## config.mk

```make
export PLATFORM = sky130hd
export DESIGN_NAME = fetch_unit_flat
export DESIGN_NICKNAME = d
export VERILOG_FILES = /design/src/rtl/fetch_unit_if.sv /design/src/rtl/fetch_unit.sv /design/src/flat_wrapper.sv
export SDC_FILE = /design/constraint.sdc
export NUM_CORES = 1
export LEC_CHECK = 0
export ABC_AREA = 1
export CORE_MARGIN = 2
export CORE_UTILIZATION = 35
export CTS_BUF_LIST = sky130_fd_sc_hd__clkbuf_16
export DETAILED_ROUTE_END_ITERATION = 10
export PLACE_DENSITY = 0.71
export REMOVE_ABC_BUFFERS = 1
export SYNTH_ARGS = -nofsm -noshare
export SYNTH_HDL_FRONTEND = slang
export SYNTH_SLANG_ARGS = --single-unit
export TNS_END_PERCENT = 10
```

## constraint.sdc

```tcl
create_clock -name clk -period 1.8 [get_ports clk]
set_input_delay 0.27 -clock clk [delete_from_list [all_inputs] [get_ports clk]]
set_output_delay 0.27 -clock clk [all_outputs]
set_load 0.02 [all_outputs]
```

## src/rtl/fetch_unit_if.sv

```systemverilog
// Fetch unit bus bundle: instruction-memory req/ack channel plus the
// valid/ready instruction channel toward decode.
interface fetch_unit_if;
   logic        mem_req;
   logic [15:0] mem_addr;
   logic        mem_ack;
   logic [15:0] mem_rdata;
   logic [15:0] data_inst;
   logic        inst_valid;
   logic        inst_ready;

   // Handshakes: a memory request holds mem_req/mem_addr until the cycle
   // mem_ack is high; an instruction transfers on any rising edge where
   // inst_valid && inst_ready, and data_inst is held stable until then.
   modport master (
      output mem_req, mem_addr, data_inst, inst_valid,
      input  mem_ack, mem_rdata, inst_ready
   );

   modport slave (
      input  mem_req, mem_addr, data_inst, inst_valid,
      output mem_ack, mem_rdata, inst_ready
   );
endinterface

```

## src/rtl/fetch_unit.sv

```systemverilog
// Instruction fetch/issue sequencer: PC, memory req/ack fetch, valid/ready issue,
// branch redirect with drain. Optional issue counter under FETCH_PERF_EN.
module fetch_unit #(
   parameter logic [15:0] RESET_PC = 16'h0000
) (
   input  logic         clk,
   input  logic         rst_n,
   input  logic         en,
   fetch_unit_if.master bus,
   input  logic         should_branch,
   input  logic [15:0]  branch_target,
   output logic [15:0]  pc,
   output logic [1:0]   fsm_state
`ifdef FETCH_PERF_EN
   ,
   output logic [15:0]  perf_issued
`endif
);

   typedef enum logic [1:0] {IDLE, FETCH, ISSUE, DRAIN} state_t;

   state_t      state, state_nxt;
   logic [15:0] pc_nxt;
   logic [15:0] drain_addr, drain_addr_nxt;
   logic [15:0] inst_q, inst_nxt;
   logic        handshake;
   logic        mem_ack_i;

   assign mem_ack_i = bus.mem_ack;

   always_ff @(posedge clk or negedge rst_n) begin
      if (!rst_n) begin
         state      <= IDLE;
         pc         <= RESET_PC;
         drain_addr <= RESET_PC;
         inst_q     <= 16'h0000;
      end else begin
         state      <= state_nxt;
         pc         <= pc_nxt;
         drain_addr <= drain_addr_nxt;
         inst_q     <= inst_nxt;
      end
   end

   always_comb begin
      state_nxt      = state;
      pc_nxt         = pc;
      drain_addr_nxt = drain_addr;
      inst_nxt       = inst_q;
      handshake      = (state == ISSUE) && bus.inst_ready;
      case (state)
         IDLE: begin
            if (en) state_nxt = FETCH;
         end
         FETCH: begin
            if (mem_ack_i) begin
               if (should_branch) begin
                  state_nxt = en ? FETCH : IDLE;
               end else begin
                  inst_nxt  = bus.mem_rdata;
                  state_nxt = ISSUE;
               end
            end else if (should_branch) begin
               // Memory still owes a word for the old address: keep asking for it.
               drain_addr_nxt = pc;
               state_nxt      = DRAIN;
            end
         end
         ISSUE: begin
            if (should_branch) begin
               state_nxt = en ? FETCH : IDLE;
            end else if (handshake) begin
               pc_nxt    = pc + 16'd1;
               state_nxt = en ? FETCH : IDLE;
            end
         end
         DRAIN: begin
            if (mem_ack_i) state_nxt = en ? FETCH : IDLE;
         end
         default: state_nxt = IDLE;
      endcase
      if (should_branch) pc_nxt = branch_target;
   end

   assign bus.mem_req    = (state == FETCH) || (state == DRAIN);
   assign bus.mem_addr   = (state == DRAIN) ? drain_addr : pc;
   assign bus.inst_valid = (state == ISSUE);
   assign bus.data_inst  = inst_q;
   assign fsm_state      = state;

`ifdef FETCH_PERF_EN
   always_ff @(posedge clk or negedge rst_n) begin
      if (!rst_n) perf_issued <= 16'h0000;
      else if (handshake) perf_issued <= perf_issued + 16'd1;
   end
`endif

endmodule

```

## src/flat_wrapper.sv

```systemverilog
// flat-port wrapper written by rule: the top's interface ports become plain ports
module fetch_unit_flat 
#(
   parameter logic [15:0] RESET_PC = 16'h0000
)
  (clk, rst_n, en, should_branch, branch_target, pc, fsm_state, bus_mem_req, bus_mem_addr, bus_data_inst, bus_inst_valid, bus_mem_ack, bus_mem_rdata, bus_inst_ready);
  fetch_unit_if bus_i ();
  input  logic clk;
  input  logic rst_n;
  input  logic en;
  input  logic should_branch;
  input  logic [15:0] branch_target;
  output logic [15:0] pc;
  output logic [1:0] fsm_state;
  output wire logic [$bits(bus_i.mem_req)-1:0] bus_mem_req;
  output wire logic [$bits(bus_i.mem_addr)-1:0] bus_mem_addr;
  output wire logic [$bits(bus_i.data_inst)-1:0] bus_data_inst;
  output wire logic [$bits(bus_i.inst_valid)-1:0] bus_inst_valid;
  input wire logic [$bits(bus_i.mem_ack)-1:0] bus_mem_ack;
  input wire logic [$bits(bus_i.mem_rdata)-1:0] bus_mem_rdata;
  input wire logic [$bits(bus_i.inst_ready)-1:0] bus_inst_ready;
  assign bus_mem_req = bus_i.mem_req;
  assign bus_mem_addr = bus_i.mem_addr;
  assign bus_data_inst = bus_i.data_inst;
  assign bus_inst_valid = bus_i.inst_valid;
  assign bus_i.mem_ack = bus_mem_ack;
  assign bus_i.mem_rdata = bus_mem_rdata;
  assign bus_i.inst_ready = bus_inst_ready;
  fetch_unit #(.RESET_PC(RESET_PC)) u_core (.clk(clk), .rst_n(rst_n), .en(en), .bus(bus_i), .should_branch(should_branch), .branch_target(branch_target), .pc(pc), .fsm_state(fsm_state));
endmodule
```

# After elaboration in Yosys (flattened, before gate mapping)
# Cells that the tools add are included.
dict set report totals {
  rom_bits 0
  mem_bits_rw 0
  latchBits 0
  wordCells 36
  out_inout_bits 52
  regBits 50
  n_memories 0
}
dict set report op_classes {
  multipliers 0
  n_lt_le_gt_ge 0
  div_mod_pow 0
  add_sub_neg 1
  reduce_logical 9
  mux 13
  n_eq_ne 7
  shift 0
  bitwise 2
}
# cell n
set op_table {}
lappend op_table {{$mux W16} 4}
lappend op_table {{$add A16 B1 Y16 const B} 1}
lappend op_table {{$mux W2} 7}
lappend op_table {{$pmux W2 S4} 1}
lappend op_table {{$reduce_and A3 Y1} 2}
lappend op_table {{$eq A2 B2 Y1 const B} 2}
lappend op_table {{$ne A2 B2 Y1 const B} 2}
lappend op_table {{$reduce_and A4 Y1} 1}
lappend op_table {{$reduce_bool A2 Y1} 2}
lappend op_table {{$ne A3 B2 Y1 const B} 1}
lappend op_table {{$ne A3 B3 Y1 const B} 1}
lappend op_table {{$eq A2 B1 Y1 const B} 1}
lappend op_table {{$logic_not A2 Y1} 1}
lappend op_table {{$not A1 Y1} 2}
lappend op_table {{$reduce_and A2 Y1} 1}
lappend op_table {{$logic_and A1 B1 Y1} 1}
lappend op_table {{$logic_or A1 B1 Y1} 1}
lappend op_table {{$mux W1} 1}

# Depth between registers and ports, before layout
dict set report logic_depth {
  depth_word 5
  mapped_depth 8
  ltp_nobuf 8
}

# Least setup slack after synthesis
# OpenSTA, ideal clock, no wires.
dict set report synth_path {
  kind {register -> output}
  startpoint {reg u_core.state[1] (netlist: u_core.fsm_state[1])}
  endpoint {out bus_mem_addr[11]}
  required_time_ps 1530
  path_stages_with_launch 6
  setup_slack_ps 96
  arrival_time_ps 1434
  path_cell_list {dfrtp_1 buf_4 nand2_1 clkbuf_1 nor2_1 a21oi_1}
}
dict set report synth_between {
  elab_chain_cells 2
}
# element line_no
set synth_rtl {}
lappend synth_rtl {{from (decl)} fetch_unit.sv:22} ;# state_t state, state_nxt;
lappend synth_rtl {{from (signal assigned)} fetch_unit.sv:38} ;# state <= state_nxt;
lappend synth_rtl {{$eq A2 B2 Y1} fetch_unit.sv:86} ;# assign bus.mem_addr = (state == DRAIN) ? drain_addr : pc;
lappend synth_rtl {{$mux W16} fetch_unit.sv:86}
lappend synth_rtl {{to (decl)} flat_wrapper.sv:16} ;# output wire logic [$bits(bus_i.mem_addr)-1:0] bus_mem_addr;
# Every way passes these cells.

# Worst setup path after layout
dict set report layout_path {
  startpoint {reg u_core.state[1] (netlist: u_core.fsm_state[1])}
  endpoint {out bus_mem_addr[15]}
}
# The elaborated chain is that of the path after synthesis.

==> summary.txt <==
Global routing
  • Largest net degree at the start of global routing: 51
  • GRT Total Usage: 17.22%
  • GR Overflow Total: 0
  • Vias in the first global route: 2309
  • Initial antenna violation count: 0
  • First-pass GRT wire length: 11300 µm

Placement
  • Placed instance count: 509
  • GP Congestion: 0.8285
  • Port buffer count: 89
  • Post-DP HPWL: 5245 µm

Floorplan
  • Initial Utilization: 35.99%
  • Die Span Y: 90.13 µm
  • DIE AREA: 0.008123 mm²
  • CORE AREA: 0.007214 mm²
  • Die width: 90.13 µm
  • Row cnt: 31
  • Ports: 90

Worst setup path
  • Critical Path Fanout Max: 14
  • Worst r2r src: u_core.pc[1]$_DFFE_PN0P_
  • R2R Setup Slk: 220 ps
  • Critical-path top delay cell: dfrtp_1
  • Reg2reg end: u_core.pc[10]$_DFFE_PN0P_
  • CP startpoint: u_core.fsm_state[1]$_DFFE_PN0P_
  • Required time of the critical path: 1530 ps
  • R2R cell count: 7
  • Crit Path Class: reg2out
  • Crit path cell chain: nand2_1 > buf_4 > nor2_1 > a21oi_1 > clkdlybuf4s15_1
  • Critical path launch point type: register
  • CP endpoint kind: output pin
  • CP peak stage delay: 380 ps
  • CP Data Arrival Time: 1470 ps

Timing
  • Worst-Margin Slew: 625.9 ps
  • RSZ-0062 raised after global routing: true
  • Worst rel slew slack: 58.27%
  • Slew Viols, Final: 0
  • Worst Skew: 6.168 ps
  • Setup TNS: 0 ps
  • Max Freq: 575.7 MHz
  • Fin crit share: 96.50%
  • Setup violators final: 0
  • Tmin final: 1737 ps
  • Hold Fails Final Rpt: 0

Clock network
  • Clk sink count: 50
  • H-tree levels: 2
  • Num CTS Buffers: 5
  • Clock Tree Buf Depth: 2
  • Cts hold-fix bufs: 0
  • Clock Latency Late Sink: 290 ps
  • Clock transition at the registers of the reported paths: 70 ps
  • # Post-CTS Setup Buffers: 0
  • TritonCTS clock tree: yes
  • Root Driver: clkbuf_16

Power
  • Power consumption: 5778 µW
  • VDD IR max: 0.7443 mV
  • Leak: 0.001802 µW
  • PD cells: 1526 mW/mm²

Route
  • Drc violations: 0
  • Via count: 2443
  • Drt total wl: 6938 µm
  • DRT Pass-1 Iters: 4
  • ANT nets after route: 0
  • DR vias/cell: 4.725
  • DR iter-0 viols: 139
  • WL/cell: 13.42 µm

Cells and area
  • Number of diodes: 0
  • Post-layout net count: 456
  • Post-Route Utilization: 52.48%
  • Area grow syn2layout: 45.83%
  • Fill count: 675
  • Finished Layout Cells: 517
  • Layout cells sized above 1: 15.31%

Synthesis
  • Seq/Total Area, Yosys: 48.19%
  • Mapped Area: 0.002596 mm²
  • Compound-Gate Fraction of Synth Area: 11.33%
  • Ranking of synthesized cells by area: dfrtp_1 48%, nand2_1 12%, mux2_4 5.2%
  • Top_reg_cell synth: dfrtp_1
  • XOR/XNOR Fraction of Synth Area: 1.349%
  • Largest area contributor in the netlist: dfrtp_1
  • Largest family of logic cells by synthesized area: simple AND/OR/NAND/NOR gates
  • FF+latch count, synth: 50
  • Gate Count Post-Synth: 316
  • Yosys top cell area share: 48.19%
  • Async SR Flop Fraction: 100.0%
  • Adder-cell area share of the yosys netlist: 0.4819%
  • Syn_area_per_cell: 8.216 µm²
  • Simple-Gate Fraction of Synth Area: 23.61%
  • Post-synth EDFFs: 0
  • Synth warn: 0
  • Mux cell area share after synthesis: 8.241%
  • Distinct cells, synth: 28

Flow run
  • Max_cap viols: 0

Worst hold path
  • Hold Path Class: in2async

Outcome
  • Run status: complete, no violations
[critical path, delay by kind of cell (launching register included)]
family	cells	cell delay [ps]
buf+inv	2	520
flops	1	380
simple gates	2	160
compound gates	1	120
[layout make-up]
cell class	instances	area, µm²	area share [%]
Clock buffer	5	125.1	3.305
Tap cell	99	123.9	3.272
Multi-Input combinational cell	224	1169	30.87
Sequential cell	50	1251	33.05
Inverter	30	112.6	2.974
Timing Repair Buffer	106	959.7	25.35
Clock inverter	3	45.04	1.190
[cell usage in the layout (no fill, tap or decap), drive strengths merged]
master | netlist | final
nand2 | 86 | 86
clkdlybuf4s50 | 0 | 71
dfrtp | 50 | 50
nor2 | 39 | 39
inv | 30 | 30
o21ai | 29 | 29
nand3 | 20 | 20
clkbuf | 6 | 19
a21oi | 18 | 18
buf | 6 | 18
mux2 | 16 | 16
nand4 | 3 | 3
o211ai | 3 | 3
xor2 | 3 | 3
clkinvlp | 0 | 2
clkdlybuf4s15 | 0 | 2
o21bai | 1 | 1
o22ai | 1 | 1
xnor2 | 1 | 1
o221ai | 1 | 1
a31oi | 1 | 1
a21boi | 1 | 1
ha | 1 | 1
bufinv | 0 | 1
dlygate4sd2 | 0 | 1
[metrics by stage]
step                setup WS [ps]  hold WS [ps]  area [µm²]
floorplan                  -146.7        -25.59        2532
CTS                         3.319         110.8        3836
global placement            23.54         422.9        3682
detailed placement         -3.397         419.1        3682
global route               -61.49         141.7        3786
finish                      62.98         82.05        3786
[cell families (layout without fill, tap and decap cells)]
| group | count (synthesis) | in the layout |
|---|---|---|
| mux | 16 | 16 |
| flops | 50 | 50 |
| simple gates | 148 | 148 |
| fa+ha+maj | 1 | 1 |
| compound gates | 55 | 55 |
| xor+xnor | 4 | 4 |
| buf+inv | 42 | 144 |
[registers in the layout, summed over array words and instances (netlist names)]
signal and cells:
u_core.bus.data_inst 16, u_core.drain_addr 16, u_core.pc 16, u_core.fsm_state 2
[cell usage after synthesis, types with 2 or more instances]
cell type and n:
nand4_1 3, nor2_1 36, inv_2 3, nand3_1 19
clkbuf_1 6, buf_4 2, o21ai_1 3, inv_1 27
o21ai_0 26, nor2_2 2, a21oi_1 18, xor2_1 3
o211ai_1 3, dfrtp_1 50, mux2_4 9, buf_2 3
mux2_2 7, nand2_1 86
[worst max path at each step]
stage / end / cells after the start / slack [ps]
finish: bus_mem_addr[15] / 5 / 60
CTS: bus_mem_addr[9] / 5 / 3
floorplan: bus_mem_addr[0] / 2 / -150
global route: bus_mem_addr[11] / 5 / -60
global placement: bus_mem_addr[11] / 5 / 20
detailed placement: bus_mem_addr[11] / 5 / -3
[power breakdown]
| part | switching [µW] | internal (µW) | leakage (µW) |
|---|---|---|---|
| Combinational | 1560 | 1310 | 0.00112 |
| Sequential | 272 | 1560 | 0.000609 |
| Clock | 418 | 655 | 0.0000760 |
[routing by layer]
layer  vias up  part of all wire, %  GRT usage, %
met5         -                    0             0
met4         0                  1.7         6.026
met3         9                  4.9         3.772
met2        66                   50         28.38
met1      1148                   44         22.41
li1       1220                    -             -
[repair_timing]
action,4_1_cts,5_1_grt
resized for setup,21,28
endpoints found under the setup margin,17,16
pin swaps,0,0
(Power assumes the default switching activity.)
